**src/rtl/uart_rx_sniffer.sv**
```systemverilog
// 8N1 UART receiver with a small receive FIFO, sticky error flags and a good-byte counter.
// Latency: stop bit sampled 2+DIV/2+9*DIV cycles after the line falls; valid_o one cycle later.
// Backpressure: FIFO holds bytes while ready_i is low; a good byte arriving when full is dropped and flagged.
`timescale 1ns/1ps
module uart_rx_sniffer #(
    parameter int CLK_FREQ_HZ = 25000000,
    parameter int BAUD_RATE   = 781250,
    parameter int FIFO_DEPTH  = 16
) (
    input  logic        clk,
    input  logic        rst_n,
    input  logic        rx_i,
    input  logic        rx_en_i,
    input  logic        clr_i,
    output logic [7:0]  data_o,
    output logic        valid_o,
    input  logic        ready_i,
    output logic        frame_err_o,
    output logic        overflow_o,
    output logic [15:0] byte_cnt_o
);

    localparam int DIV = CLK_FREQ_HZ / BAUD_RATE;
    localparam int CW  = $clog2(DIV);
    localparam int AW  = $clog2(FIFO_DEPTH);
    localparam logic [CW-1:0] FULL_LAST = CW'(DIV - 1);
    localparam logic [CW-1:0] HALF_LAST = CW'(DIV / 2 - 1);

    typedef enum logic [2:0] {S_IDLE, S_START, S_DATA, S_STOP, S_BREAK} state_t;

    state_t        state;
    logic          rx_meta, rxs, rxs_d;
    logic [CW-1:0] cnt;
    logic [2:0]    bit_idx;
    logic [7:0]    shreg;
    logic          push_vld;
    logic [7:0]    push_dat;

    logic [7:0]    mem [FIFO_DEPTH];
    logic [AW-1:0] wr_ptr, rd_ptr;
    logic [AW:0]   count;
    logic          full, pop, push_ok;

    // rxs_d lets IDLE demand a genuine 1->0 edge rather than a low level
    always_ff @(posedge clk or negedge rst_n) begin
        if (!rst_n) begin
            rx_meta <= 1'b1;
            rxs     <= 1'b1;
            rxs_d   <= 1'b1;
        end else begin
            rx_meta <= rx_i;
            rxs     <= rx_meta;
            rxs_d   <= rxs;
        end
    end

    always_ff @(posedge clk or negedge rst_n) begin
        if (!rst_n) begin
            state       <= S_IDLE;
            cnt         <= '0;
            bit_idx     <= '0;
            shreg       <= '0;
            push_vld    <= 1'b0;
            push_dat    <= '0;
            frame_err_o <= 1'b0;
            byte_cnt_o  <= '0;
        end else begin
            push_vld <= 1'b0;
            if (clr_i) begin
                frame_err_o <= 1'b0;
                byte_cnt_o  <= '0;
            end
            if (!rx_en_i) begin
                state <= S_IDLE;
                cnt   <= '0;
            end else begin
                case (state)
                    S_IDLE: begin
                        if (rxs_d && !rxs) begin
                            state <= S_START;
                            cnt   <= '0;
                        end
                    end
                    S_START: begin
                        if (cnt == HALF_LAST) begin
                            cnt     <= '0;
                            bit_idx <= '0;
                            state   <= rxs ? S_IDLE : S_DATA;
                        end else begin
                            cnt <= cnt + CW'(1);
                        end
                    end
                    S_DATA: begin
                        if (cnt == FULL_LAST) begin
                            cnt            <= '0;
                            shreg[bit_idx] <= rxs;
                            bit_idx        <= bit_idx + 3'd1;
                            if (bit_idx == 3'd7)
                                state <= S_STOP;
                        end else begin
                            cnt <= cnt + CW'(1);
                        end
                    end
                    S_STOP: begin
                        if (cnt == FULL_LAST) begin
                            cnt <= '0;
                            if (rxs) begin
                                push_vld <= 1'b1;
                                push_dat <= shreg;
                                state    <= S_IDLE;
                                // a count event in the clear cycle survives as 1
                                if (clr_i)
                                    byte_cnt_o <= 16'd1;
                                else if (byte_cnt_o != 16'hFFFF)
                                    byte_cnt_o <= byte_cnt_o + 16'd1;
                            end else begin
                                frame_err_o <= 1'b1;
                                state       <= S_BREAK;
                            end
                        end else begin
                            cnt <= cnt + CW'(1);
                        end
                    end
                    S_BREAK: begin
                        if (rxs) begin
                            state <= S_IDLE;
                            cnt   <= '0;
                        end
                    end
                    default: state <= S_IDLE;
                endcase
            end
        end
    end

    assign full    = (count == (AW+1)'(FIFO_DEPTH));
    assign valid_o = (count != '0);
    assign pop     = valid_o && ready_i;
    assign push_ok = push_vld && (!full || pop);

    always_ff @(posedge clk) begin
        if (push_ok)
            mem[wr_ptr] <= push_dat;
    end

    always_ff @(posedge clk or negedge rst_n) begin
        if (!rst_n) begin
            wr_ptr     <= '0;
            rd_ptr     <= '0;
            count      <= '0;
            data_o     <= '0;
            overflow_o <= 1'b0;
        end else begin
            if (push_ok)
                wr_ptr <= wr_ptr + AW'(1);
            if (pop)
                rd_ptr <= rd_ptr + AW'(1);
            case ({push_ok, pop})
                2'b10:   count <= count + (AW+1)'(1);
                2'b01:   count <= count - (AW+1)'(1);
                default: count <= count;
            endcase
            // data_o always mirrors the head; a push into an empty or draining FIFO bypasses mem
            if (pop) begin
                if (count > (AW+1)'(1))
                    data_o <= mem[rd_ptr + AW'(1)];
                else if (push_ok)
                    data_o <= push_dat;
            end else if (count == '0 && push_ok) begin
                data_o <= push_dat;
            end
            if (push_vld && !push_ok)
                overflow_o <= 1'b1;
            else if (clr_i)
                overflow_o <= 1'b0;
        end
    end

endmodule
```
**config.mk**
```make
export PLATFORM = sky130hd
export DESIGN_NAME = uart_rx_sniffer
export DESIGN_NICKNAME = d
export VERILOG_FILES = /design/src/rtl/uart_rx_sniffer.sv
export SDC_FILE = /design/constraint.sdc
export NUM_CORES = 1
export LEC_CHECK = 0
export BUFFER_PORTS_ARGS = -buffer_cell sky130_fd_sc_hd__buf_4
export CAP_MARGIN = 20
export CORE_ASPECT_RATIO = 0.9
export CORE_UTILIZATION = 40
export DETAILED_ROUTE_END_ITERATION = 10
export PLACE_DENSITY_LB_ADDON = 0.15
export RECOVER_POWER = 50
export REMOVE_ABC_BUFFERS = 1
export SYNTH_ARGS = -nofsm -noshare
export SYNTH_HDL_FRONTEND = slang
export SYNTH_SLANG_ARGS = --single-unit
```
**constraint.sdc**
```tcl
create_clock -name clk -period 2.9 [get_ports clk]
set_input_delay 0 -clock clk [delete_from_list [all_inputs] [get_ports clk]]
set_output_delay 0 -clock clk [all_outputs]
set_load 0.05 [all_outputs]
```
==> Word-level counts from Yosys, hierarchy flattened <==
Memories as Yosys holds them, arrays and structs flattened.
Cells that the tools add are included.
{ "totals": {"n_memories": 1, "output_inout_bits": 27, "register_bits": 70, "mem_bits_rw": 128, "input_bits": 6, "word_cells": 119} }
{ "classes": {"order_cmp": 3, "mux": 47, "addsub": 7, "eq_ne": 21, "n_reduce_logical": 24} }
{ "mem_list": {"columns": ["name", "words", "width", "read_ports", "rd_ports_with_merged_regs", "write_ports", "line_no", "rtl"], "rows": [
  ["mem", 16, 8, 1, 0, 1, "39", "logic [7:0] mem [FIFO_DEPTH];"]
]} }
{ "ops": {"columns": ["op", "count"], "rows": [
  ["$mux 16", 7],
  ["$mux 8", 4],
  ["$mux 3", 10],
  ["$mux 5", 5],
  ["$pmux 5 s4", 1],
  ["$ne 3x3->1 const B", 6],
  ["$add 16x1->16 const B", 1],
  ["$ne 16x16->1 const B", 1],
  ["$pmux 3 s5", 1],
  ["$mux 1", 14],
  ["$add 5x1->5 const B", 2],
  ["$eq 5x5->1 const B", 2],
  ["$pmux 5 s2", 1],
  ["$add 4x1->4 const B", 2],
  ["$bwmux 8", 1],
  ["$reduce_and 4->1", 2],
  ["$reduce_bool 2->1", 4],
  ["$eq 3x2->1 const B", 2],
  ["$eq 3x3->1 const B", 2],
  ["$logic_and 1x1->1", 6],
  ["$pmux 3 s2", 1],
  ["$reduce_and 3->1", 2],
  ["$reduce_and 6->1", 1],
  ["$eq 5x4->1 const B", 1],
  ["20 further kinds", 23]
]} }

==> Logic depth before layout (Yosys ltp) <==
{ "depth": {"depth_word": 7, "depth_mapped": 13, "mapped_depth_nobuf": 10} }

==> Worst setup path after synthesis <==
OpenSTA, ideal clock, no wires.
{ "synth_timing": {"kind": "register -> register", "from": "register count[0]", "to": "register count[3]", "path_stages_with_launch": 10, "t_arrival_ps": 2431, "setup_time_ps": 79, "synth_period_minus_slack_ps": 2510, "path_buffers": 1, "setup_slack_ps": 390, "t_required_ps": 2821, "cell_sequence": "dfrtp_1 > inv_1 > ha_1 > nor4b_1 > nor2_1 > ha_1 > clkbuf_1 > or4b_2 > a21oi_1 > xor2_1"} }
{ "synth_via": {"elab_chain_len": 6, "elab_cells_between_ends": 12, "classes_between": "add/sub: 2; eq/ne: 3; mux: 1; reduce/logical: 6"} }
{ "synth_lines": {"columns": ["item", "line_no", "rtl"], "rows": [
  ["start, declared", "41", "logic [AW:0] count;"],
  ["start signal, assigned", "159", "2'b10: count <= count + (AW+1)'(1);"],
  ["start signal, assigned", "160", "2'b01: count <= count - (AW+1)'(1);"],
  ["start signal, assigned", "161", "default: count <= count;"],
  ["$eq 5x5->1 / $reduce_bool 5->1 (equally long branches)", "136, 137", null],
  ["$logic_not 1->1 / $logic_and 1x1->1 (equally long branches)", "139, 138", null],
  ["$logic_or 1x1->1", "139", "assign push_ok = push_vld && (!full || pop);"],
  ["$logic_and 1x1->1", "139", null],
  ["$eq 2x1->1 / $eq 2x2->1 (equally long branches)", "158", "case ({push_ok, pop})"],
  ["$pmux 5 s2 / $reduce_bool 2->1 (equally long branches)", null, null]
]} }
Parallel ways exist; a longest one is shown, timed or not.
A chain may end at the register's enable or synchronous reset.

==> Worst setup path in the final report <==
{ "layout_timing": {"from": "register cnt[0]", "to": "register byte_cnt_o[15]"} }
{ "layout_via": {"elab_chain_len": 4} }
{ "layout_lines": {"columns": ["item", "line_no", "rtl"], "rows": [
  ["start, declared", "33", "logic [CW-1:0] cnt;"],
  ["start signal, assigned", "90", "cnt <= cnt + CW'(1);"],
  ["start signal, assigned", "101", "cnt <= cnt + CW'(1);"],
  ["start signal, assigned", "121", "cnt <= cnt + CW'(1);"],
  ["$eq 5x5->1", "105", "if (cnt == FULL_LAST) begin"],
  ["$mux 16", "105", null],
  ["$mux 16", "77", "case (state)"],
  ["$mux 16", "73", "if (!rx_en_i) begin"],
  ["end signal, assigned", "115", "byte_cnt_o <= byte_cnt_o + 16'd1;"],
  ["end, declared", "20", "output logic [15:0] byte_cnt_o"]
]} }
No other way between the ends.

==> flow_metrics.env <==
export IMPL_dp_hpwl_um=11900
export IMPL_portBuffers=32
export IMPL_holdBufCountCts=5
export IMPL_path_class="reg2reg"
export IMPL_p_int_uw=5030
export IMPL_dp_cells=902
export IMPL_fin_worst_skew_ns=0.0118
export IMPL_critical_path_startpoint_type="register"
export IMPL_yosysSeqAreaShare=0.656
export IMPL_setup_worst_path_end_class="register"
export IMPL_clkLatencyLatePin_ns=0.43
export IMPL_cp_arrival_ns=2.95
export IMPL_final_common_cell="edfxtp_1"
export IMPL_grtUsageTotal=0.178
export IMPL_worstPathRequired_ns=3.25
export IMPL_p_comb_frac=0.247
export IMPL_numCtsBuffers=17
export IMPL_p_switching_uw=2230
export IMPL_core_um2=20800
export IMPL_clockRootBuffer="clkbuf_16"
export IMPL_stdcell_count=939
export IMPL_setup_violations=0
export IMPL_diodes=0
export IMPL_grt_pass1_wl_um=28800
export IMPL_failed_checks="max-capacitance violations, max-slew violations"
export IMPL_final_util=0.467
export IMPL_place_gp_congestion=0.807
export IMPL_grt_pass1_vias=5068
export IMPL_synth_edf_count=128
export IMPL_die_area_um2=21900
export IMPL_synthFlopType="edfxtp_1"
export IMPL_slew_headroom=-0.221
export IMPL_yosys_cell_types_count=61
export IMPL_io_pins=33
export IMPL_tns_ns=0
export IMPL_ys_ff_latch=198
export IMPL_h_tree_depth=4
export IMPL_worstMarginPinSlew_ns=1.83
export IMPL_whs_ns=0.224
export IMPL_overflow=0
export IMPL_wl_per_cell_um=19.2
export IMPL_p_per_area_nw_per_um2=746
export IMPL_seq_power_share=0.450
export IMPL_drive_above_1_share=0.176
export IMPL_crit_fanout=16
export IMPL_start_util=0.410
export IMPL_final_hold_viol_count=0
export IMPL_cts_sinks=198
export IMPL_viasPerCell=5.23
export IMPL_status="finished with violations"
export IMPL_maxCapViolations=1
export IMPL_post_cts_setup_buffers=0
export IMPL_synthArstFlopShare=0.354
export IMPL_wl_met2_um=8660
export IMPL_syn_area_um2=8540
export IMPL_min_period_ns=2.60
export IMPL_maxSlewViolCount=71
export IMPL_drtIter0Drc=277
export IMPL_ant_nets=0
export IMPL_max_freq_mhz=385
export IMPL_antenna_found_initial=0
export IMPL_cts_path_max_buffers=2
export IMPL_die_h_um=141
export IMPL_row_count=50
export IMPL_clkPwrFrac=0.304
export IMPL_syn_area_per_cell_um2=14.6
export IMPL_total_leakage_power_uw=0.00382
export IMPL_switching_share=0.307
export IMPL_cts_clk_slew_worst_paths_ns=0.07
export IMPL_layout_common_cells="edfxtp_1, dfrtp_1, nand2_1"
export IMPL_netlist_instances=583
export IMPL_hold_path_class="in2reg"
export IMPL_wirelength_um=18100
export IMPL_nets=663
export IMPL_rsz0062_at_grt="no"
export IMPL_cts_resized=0
export IMPL_firstDrtPassIters=6
export IMPL_syn_to_final_growth_pct=14.0
export IMPL_peakVddDrop_v=0.000645
export IMPL_tritoncts="yes"
export IMPL_vias=4914
export IMPL_die_w_um=156
export IMPL_grt_max_degree=71
export IMPL_drc_errors=0
export IMPL_top_layer="met4"
export IMPL_synth_warning_count=0
export IMPL_finalCritPeriodShare=0.896
export IMPL_met1Wirelength_um=8700
export IMPL_total_power_uw=7260
export IMPL_dr_wl_met3_um=538
## cells by family (layout without fill, tap and decap cells)
family	count (synthesis)	count (layout)	synth area share
compound gates	97	97	0.0761
xor+xnor	17	17	0.0174
fa+ha+maj	17	17	0.0249
buf+inv	42	112	0.0223
flops	198	198	0.656
mux	46	46	0.101
simple gates	166	166	0.102
## cell type report
class                   count  area, um2
fillers                  1843      11100
flip-flops and latches    198       5600
multi-input cells         343       2750
clock buffers              21        440
repair buffers             61        407
well taps                 286        358
clock inverters            11        103
inverters                  19       76.3
## sequential cells by signal, indices dropped and copies added (netlist names), 3 cells and up
name        flops
data_o          8
rd_ptr          4
mem           128
bit_idx         3
count           5
shreg           8
wr_ptr          4
cnt             5
push_dat        8
byte_cnt_o     16
state           3
## final timing paths
check / start / to / slack (ns) / cells past startpoint
max in group asynchronous: rst_n / rd_ptr[0] / 1.06 / 2
min reg2reg: rx_meta / rxs / 0.36 / 0
max reg2reg: cnt[0] / byte_cnt_o[15] / 0.30 / 9
min: rx_i / rx_meta / 0.22 / 2
min in group asynchronous: rst_n / shreg[1] / 0.60 / 2
max: cnt[0] / byte_cnt_o[15] / 0.30 / 9
## layer usage
layer,GRT usage,up-vias
met5,0,-
li1,-,2320
met4,0.0490,0
met3,0.0341,13
met2,0.277,59
met1,0.255,2522
## cell usage after synthesis (2+ instances only)
cell type  instances  area (um2)
edfxtp_1         128        3840
dfrtp_1           67        1680
nand2_1           48         180
mux4_2            32         721
nor2_1            29         109
o21ai_0           23         115
a21oi_1           22         110
nor2b_1           20         125
ha_1              17         213
inv_1             17        63.8
clkbuf_1          14        52.6
o31ai_1           12        90.1
mux2i_1           11         110
xor2_1            10        87.6
a21boi_0           9        67.6
nand3_1            9        45.0
a2111oi_0          8        70.1
nand2b_1           8        50.1
nor3_1             8        40.0
or2_2              8        50.1
xnor2_1            7        61.3
nand4_1            6        37.5
and3_1             5        31.3
o211ai_1           5        37.5
or4_1              5        37.5
buf_2              4        20.0
and3b_1            3        26.3
dfstp_2            3        78.8
or3_1              3        18.8
a41oi_1            2        17.5
and2_1             2        12.5
buf_4              2        15.0
buf_6              2        22.5
mux2_2             2        22.5
nand3b_1           2        15.0
nand4b_1           2        17.5
o21a_1             2        15.0
o21ai_1            2        10.0
o21ai_2            2        17.5
## power groups by stage
stage          clock (uW)  combinational [uW]  sequential [uW]
2_1_floorplan           0                 985             3580
3_3_place_gp            0                1850             3320
3_5_place_dp            0                1870             3330
4_1_cts              2260                1880             3270
5_1_grt              2360                1960             3290
6_report             2210                1790             3270
## worst max-delay path, stage by stage (launching register included)
cell,delay [ns]
dfrtp_1,0.38
ha_1,0.19
and3_1,0.22
ha_1,0.25
nand3_2,0.10
or3_4,0.46
clkinv_4,0.15
o2111ai_4,0.18
or4_1,0.45
a21oi_1,0.15
## per-stage QoR
step	setup WS, ns	instance area (um2)
floorplan	-0.702	8420
global placement	0.380	9230
global route	0.114	9730
CTS	0.302	9820
finish	0.302	9730
detailed placement	0.318	9230
Power figures use the tool's default switching activity.
